[src/rtl/binary_to_bcd.sv]
// Sequential double-dabble converter: 14-bit unsigned binary to five packed BCD digits.
// Define BCD_BLANK_EN to add the registered leading-zero mask output `blank`.
module binary_to_bcd (
  input  logic        clk,
  input  logic        reset,
  input  logic        start,
  input  logic [13:0] bin,
  output logic [19:0] bcd,
  output logic        busy,
  output logic        done
`ifdef BCD_BLANK_EN
  ,
  output logic [4:0]  blank
`endif
);

  localparam logic [1:0] ST_IDLE  = 2'd0;
  localparam logic [1:0] ST_SHIFT = 2'd1;
  localparam logic [1:0] ST_DONE  = 2'd2;

  logic [1:0]  state_q, state_d;
  logic [19:0] acc_q, acc_d;
  logic [13:0] op_q, op_d;
  logic [3:0]  cnt_q, cnt_d;
  logic [19:0] bcd_q, bcd_d;
  logic        busy_q, busy_d;
  logic        done_q, done_d;
  logic [19:0] adj_s;
`ifdef BCD_BLANK_EN
  logic [4:0]  blank_q, blank_d;
`endif

  // Add 3 to every digit >= 5 so the following left shift carries correctly.
  function automatic logic [19:0] dabble_adjust(input logic [19:0] acc);
    logic [19:0] r;
    r = acc;
    for (int i = 0; i < 5; i++) begin
      if (acc[4*i +: 4] >= 4'd5) begin
        r[4*i +: 4] = acc[4*i +: 4] + 4'd3;
      end else begin
        r[4*i +: 4] = acc[4*i +: 4];
      end
    end
    return r;
  endfunction

`ifdef BCD_BLANK_EN
  // Bit i set when digit i and every higher digit are zero; units is never blanked.
  function automatic logic [4:0] blank_mask(input logic [19:0] d);
    logic [4:0] m;
    m[4] = (d[19:16] == 4'd0);
    m[3] = m[4] && (d[15:12] == 4'd0);
    m[2] = m[3] && (d[11:8] == 4'd0);
    m[1] = m[2] && (d[7:4] == 4'd0);
    m[0] = 1'b0;
    return m;
  endfunction
`endif

  assign adj_s = dabble_adjust(acc_q);

  always_comb begin
    state_d = state_q;
    acc_d   = acc_q;
    op_d    = op_q;
    cnt_d   = cnt_q;
    bcd_d   = bcd_q;
    busy_d  = busy_q;
    done_d  = 1'b0;
`ifdef BCD_BLANK_EN
    blank_d = blank_q;
`endif
    case (state_q)
      ST_IDLE: begin
        if (start) begin
          op_d    = bin;
          acc_d   = 20'd0;
          cnt_d   = 4'd0;
          state_d = ST_SHIFT;
          busy_d  = 1'b1;
        end else begin
          busy_d  = 1'b0;
        end
      end
      ST_SHIFT: begin
        {acc_d, op_d} = {adj_s[18:0], op_q, 1'b0};
        if (cnt_q == 4'd13) begin
          state_d = ST_DONE;
        end else begin
          cnt_d   = cnt_q + 4'd1;
        end
      end
      ST_DONE: begin
        bcd_d   = acc_q;
        done_d  = 1'b1;
        busy_d  = 1'b0;
        state_d = ST_IDLE;
`ifdef BCD_BLANK_EN
        blank_d = blank_mask(acc_q);
`endif
      end
      default: begin
        state_d = ST_IDLE;
        busy_d  = 1'b0;
      end
    endcase
  end

  // Reset wins over start and discards any conversion in flight.
  always_ff @(posedge clk) begin
    if (reset) begin
      state_q <= ST_IDLE;
      acc_q   <= 20'd0;
      op_q    <= 14'd0;
      cnt_q   <= 4'd0;
      bcd_q   <= 20'd0;
      busy_q  <= 1'b0;
      done_q  <= 1'b0;
`ifdef BCD_BLANK_EN
      blank_q <= 5'b11110;
`endif
    end else begin
      state_q <= state_d;
      acc_q   <= acc_d;
      op_q    <= op_d;
      cnt_q   <= cnt_d;
      bcd_q   <= bcd_d;
      busy_q  <= busy_d;
      done_q  <= done_d;
`ifdef BCD_BLANK_EN
      blank_q <= blank_d;
`endif
    end
  end

  assign bcd  = bcd_q;
  assign busy = busy_q;
  assign done = done_q;
`ifdef BCD_BLANK_EN
  assign blank = blank_q;
`endif

endmodule

[config.mk]
export PLATFORM = sky130hd
export DESIGN_NAME = binary_to_bcd
export DESIGN_NICKNAME = d
export VERILOG_FILES = /design/src/rtl/binary_to_bcd.sv
export SDC_FILE = /design/constraint.sdc
export NUM_CORES = 1
export LEC_CHECK = 0
export BUFFER_PORTS_ARGS = -buffer_cell sky130_fd_sc_hd__buf_4
export CELL_PAD_IN_SITES_DETAIL_PLACEMENT = 1
export CELL_PAD_IN_SITES_GLOBAL_PLACEMENT = 2
export CORE_ASPECT_RATIO = 1.1
export CORE_MARGIN = 3
export CORE_UTILIZATION = 31
export CTS_BUF_LIST = sky130_fd_sc_hd__clkbuf_16
export DETAILED_ROUTE_END_ITERATION = 12
export PLACE_DENSITY_LB_ADDON = 0.1
export SYNTH_ARGS = -nofsm -noshare
export SYNTH_HDL_FRONTEND = slang
export SYNTH_SLANG_ARGS = --single-unit
[constraint.sdc]
create_clock -name clk -period 1.5 [get_ports clk]
set_clock_uncertainty 0.15 [all_clocks]
set_input_delay 0.225 -clock clk [delete_from_list [all_inputs] [get_ports clk]]
set_output_delay 0.225 -clock clk [all_outputs]
set_load 0.03 [all_outputs]
==> impl_metrics.ini, run 1 <==
[logic_synthesis]
synth_top_family_by_area = compound AO/OA/AOI/OAI gates
syn_area_um2 = 2840
synth-adder-area-share_pct = 5.29
async_flop_share_pct = 0
yosysWarnings = 0
synth_cells = 317
synthMuxAreaShare_pct = 2.47
synth_cell_types = 33
yosysTopAreaCell = dfxtp_1
synth.avg_cell_area_um2 = 8.95
synth_compound_area_share_pct = 21.0
synth_flop_cell = dfxtp_1
synth-seq-cells = 62
synth_area_leaders = dfxtp_1 (44%), nand2_1 (8.7%), a311oi_2 (6.4%), a21oi_1 (5.5%), ha_1 (5.3%)
syn_nets = 346
synth_edf_count = 0
yosysTopAreaCellShare_pct = 43.8
synth_xor_area_share_pct = 3.40
seq_area_frac_synth_pct = 43.8
yosys.area_share.simple_pct = 17.6

[layout]
fillCellCount = 1005
nets = 408
n_antenna_cell = 0
syn_to_final_growth_pct = 37.1
final_common_cell = nand2_1
layout-drive-gt1-share_pct = 34.9
final_cells = 495
fin_util_pct = 45.1
mostFrequentLayoutCells = nand2_1 (65), buf_4 (64), dfxtp_1 (55)

[timing]
period_needed_ns = 1.45
relSlewSlack_pct = 81.2
min_period_over_period_pct = 96.5
hold_violations = 0
layout_setup_ws_ns = 0.0531
fin_tns_setup_ns = 0
slew_viol_final = 0
setup_viol = 0
worst_pin_slew_ns = 0.282
max_freq_mhz = 691
rsz0062_at_grt = true

[pwr]
p_leak_uw = 0.00155
peakVddDrop_v = 0.000577
powerDensity_nw_per_um2 = 995

[clocking]
cts_buffers = 9
clk_pin_slew_ns = 0.05
cts_buffer_depth = 2
cts_tree = done
hold_buffers = 0
clock-root-buffer = clkbuf_16
clock-sinks = 62
clock_latency_ns = 0.33
h-tree-depth = 3

[critical_path]
cp-startpoint = acc_q[5]
start_kind = register
criticalPathCategory = reg -> reg
worst_setup_path_end_kind = register
crit_fanout = 3
r2r-start = acc_q[5]
crit_required_ns = 1.62
worstPathArrival_ns = 1.57

[die]
die_h_um = 106
die_w_um = 97.2
start_util_pct = 32.9
io_pins = 39
core_region_area_um2 = 8630
die_area_um2 = 10300
num_rows = 35

[place]
gp_congestion = 0.736
dp.cells = 474
pre_cts_ws_ns = -0.0889
io_buffer_count = 38
dpl.hpwl_um = 4740

[routing]
wire_per_inst_um = 14.4
firstDrtPassIters = 4
drt-vias-per-instance = 4.89
routed_wl_um = 7140
drc_errors = 0
route.vias.total = 2419
drtAntennaViolNets = 0
drt_iter0_drc = 58

[worst_hold_path]
hold_class = in -> reg
worstHoldStart = reset

[global_route]
grt_pass1_wl_um = 11700
grt_pass1_vias = 2552
grt-ovfl-total = 0
grt_usage_pct = 14.0
grt_max_degree = 30
antenna_found_initial = 0

[job]
drv_cap = 0

[status]
outcome = finished clean
[cell type report]
| class | count | area, µm² | area share, % |
|---|---|---|---|
| Inverter | 13 | 51.3 | 1.32 |
| Clock buffer | 9 | 225 | 5.79 |
| Tap cell | 111 | 139 | 3.57 |
| Clock inverter | 7 | 32.5 | 0.837 |
| Timing Repair Buffer | 71 | 621 | 16.0 |
| Sequential cell | 62 | 1250 | 32.1 |
| Multi-Input combinational cell | 222 | 1570 | 40.4 |
[Yosys cell counts, drive strengths merged (2+ instances only)]
master	count
a21oi	31
a22o	14
a311oi	13
a32oi	5
buf	17
clkbuf	3
dfxtp	62
ha	12
inv	13
mux2i	7
nand2	66
nand2b	8
nand3	2
nor2	34
o21ai	5
o31ai	5
xnor2	5
xor2	6
[worst paths after layout]
check	endpoint	slack, ns	depth (start not counted)
hold / removal	state_q[0]	0.02	2
setup reg to reg	acc_q[6]	0.05	6
hold reg to reg	bcd[6]	0.30	2
setup / recovery	acc_q[6]	0.05	6
[state kept, by name, indices dropped and copies added, names as in the netlist]
signal and count:
acc_q 20, bcd 20, op_q 14, cnt_q 4, state_q 2, busy 1, done 1
[power by group]
part           leakage (µW)  internal (µW)  switching (µW)  total [µW]
sequential         0.000507           1690            23.9        1710
combinational      0.000910            156             174         330
clock              0.000129           1090             739        1830
[through the flow]
step	area [µm²]	hold slack, ns	total power [µW]
floorplan	2850	0.266	1940
global placement	3440	0.294	2070
detailed placement	3440	0.300	2070
CTS	3720	0.0265	3920
global route	3890	0.0275	4040
finish	3890	0.0225	3870
[kinds of logic (layout without fill, tap and decap cells)]
kind of cell    after synthesis  in the layout
buf+inv                      33            100
mux                           7              7
xor+xnor                     11             11
fa+ha+maj                    12             12
compound gates               76             76
flops                        62             62
simple gates                116            116
[critical path, stage by stage, from the launching register on]
cell      delay, ns
dfxtp_2        0.35
inv_4          0.06
ha_4           0.14
nand2b_4       0.14
a21oi_4        0.18
mux2i_1        0.23
a22o_1         0.14
[routing by layer]
layer | track usage (%) | part of all wire [%]
met1 | 15.5 | 44
met2 | 25.8 | 51
met3 | 2.49 | 3.0
met4 | 6.62 | 2.0
met5 | 0 | 0
[repair_timing]
item | CTS | global route
setup endpoints to repair | 11 | 18
setup buffers | 2 | 3
resized for setup | 4 | 37
pin swaps | 4 | 12
endpoints found under the hold margin | 0 | 0
Note: power is estimated with default switching activity, not from simulation.
==> run 2, diff against run 1 <==
--- a/config.mk
+++ b/config.mk
@@ -14,6 +14,7 @@
 export CTS_BUF_LIST = sky130_fd_sc_hd__clkbuf_16
 export DETAILED_ROUTE_END_ITERATION = 12
 export PLACE_DENSITY_LB_ADDON = 0.1
+export RECOVER_POWER = 100
 export SYNTH_ARGS = -nofsm -noshare
 export SYNTH_HDL_FRONTEND = slang
 export SYNTH_SLANG_ARGS = --single-unit
==> run 2 against run 1 <==
Compared with the run above: final area fell by 2.5%; power decreased by 0.22%; utilization fell by 1.1 points; first-iteration DRC count is 3.4% higher; sequential cell count did not move; largest cell class unchanged; largest power group unchanged; critical path depth down 1.
==> impl_metrics.ini, run 2 (same netlist as run 1, synthesis figures left out) <==
[status]
outcome = finished clean

[critical_path]
crit_required_ns = 1.56
start_kind = register
worstRegToRegCells = 5
criticalPathCategory = reg -> reg
worst_setup_path_end_kind = register
worstPathArrival_ns = 1.51
crit_fanout = 14

[timing]
min_period_over_period_pct = 96.8
hold_violations = 0
rsz0062_at_grt = true
worst_pin_slew_ns = 0.376
period_needed_ns = 1.45
relSlewSlack_pct = 75.1
setup_viol = 0
fin_tns_setup_ns = 0
slew_viol_final = 0
max_freq_mhz = 689

[layout]
fin_util_pct = 44.0
layout-drive-gt1-share_pct = 28.9
syn_to_final_growth_pct = 33.7
final_cell_area_um2 = 3790
nets = 408
mostFrequentLayoutCells = nand2_1 (66), dfxtp_1 (55), buf_4 (39)
n_antenna_cell = 0
final_common_cell = nand2_1

[global_route]
grt_pass1_vias = 2552
grt_pass1_wl_um = 11700
grt-ovfl-total = 0
grt_usage_pct = 14.0
grt_max_degree = 30
antenna_found_initial = 0

[routing]
drt-vias-per-instance = 4.91
route.vias.total = 2429
firstDrtPassIters = 4
drtAntennaViolNets = 0
drc_errors = 0
drt_iter0_drc = 60
wire_per_inst_um = 14.4
routed_wl_um = 7140

[die]
start_util_pct = 32.9
num_rows = 35
die_w_um = 97.2
die_h_um = 106
io_pins = 39
core_region_area_um2 = 8630
die_area_um2 = 10300

[pwr]
clockPowerShare_pct = 47.2
p_comb_share_pct = 8.4
internal_power_uw = 2930
powerDensity_nw_per_um2 = 1020
peakVddDrop_v = 0.000574
pwr-share-seq_pct = 44.4
power.switching_uw = 932
p_sw_share_pct = 24.1
p_leak_uw = 0.00145

[clocking]
clock-root-buffer = clkbuf_16
h-tree-depth = 3
cts_buffers = 9
clk_pin_slew_ns = 0.05
cts_tree = done
clock-sinks = 62
cts_buffer_depth = 2
clock_latency_ns = 0.32
hold_buffers = 0

[job]
drv_cap = 0

[place]
dpl.hpwl_um = 4740
io_buffer_count = 38
placed_cell_area_um2 = 3440
gp_congestion = 0.736

[worst_hold_path]
hold_class = in -> reg
hold_path_depth = 2
[run 2: cell count changes in the layout (fill, tap and decap cells not counted), sizes merged]
cell / delta
buf: -25
clkbuf: +25
[run 2: final timing paths]
| check | from | endpoint | slack, ns |
|---|---|---|---|
| hold / removal | reset | state_q[0] | 0.02 |
| hold reg to reg | bcd[16] | bcd[16] | 0.30 |
| setup reg to reg | state_q[0] | acc_q[1] | 0.05 |
| setup / recovery | state_q[0] | acc_q[1] | 0.05 |
[run 2: power by group through the flow]
stage               clock [µW]  combinational, µW  sequential, µW
global placement             0                319            1750
global route              1960                357            1720
floorplan                    0                198            1740
finish                    1820                325            1710
CTS                       1880                326            1710
detailed placement           0                325            1750
[run 2: critical path: stages (launching register included)]
cell	delay, ns
dfxtp_1	0.39
o21ba_2	0.20
clkbuf_2	0.17
nor2_4	0.05
buf_12	0.15
a22o_1	0.23
[run 2: timing repair]
item / CTS / global route
setup buffers: 2 / 3
gates cloned: 0 / 0
endpoints found under the setup margin: 11 / 18
pin swaps: 4 / 12
resized for setup: 4 / 37
[run 2: through the flow]
stage | std cells | hold WS (ns) | setup slack, ns | power, µW
6_report | 495 | 0.0229 | 0.0480 | 3860
5_1_grt | 495 | 0.0275 | -0.0316 | 4040
4_1_cts | 492 | 0.0265 | -0.0242 | 3920
3_5_place_dp | 474 | 0.300 | -0.0889 | 2070
3_3_place_gp | 474 | 0.294 | -0.00378 | 2070
2_1_floorplan | 317 | 0.266 | 0.0477 | 1940
[run 2: layout make-up]
| class | count | area (µm²) |
|---|---|---|
| Inverter | 13 | 51.3 |
| Timing Repair Buffer | 71 | 532 |
| Fill cell | 1020 | 4830 |
| Multi-Input combinational cell | 222 | 1560 |
| Clock inverter | 7 | 32.5 |
| Sequential cell | 62 | 1250 |
| Clock buffer | 9 | 225 |
| Tap cell | 111 | 139 |
[run 2: routing by layer]
layer	GRT usage (%)	wire, µm
met5	0	0
met4	6.62	144
met2	25.8	3630
met3	2.49	228
met1	15.5	3140
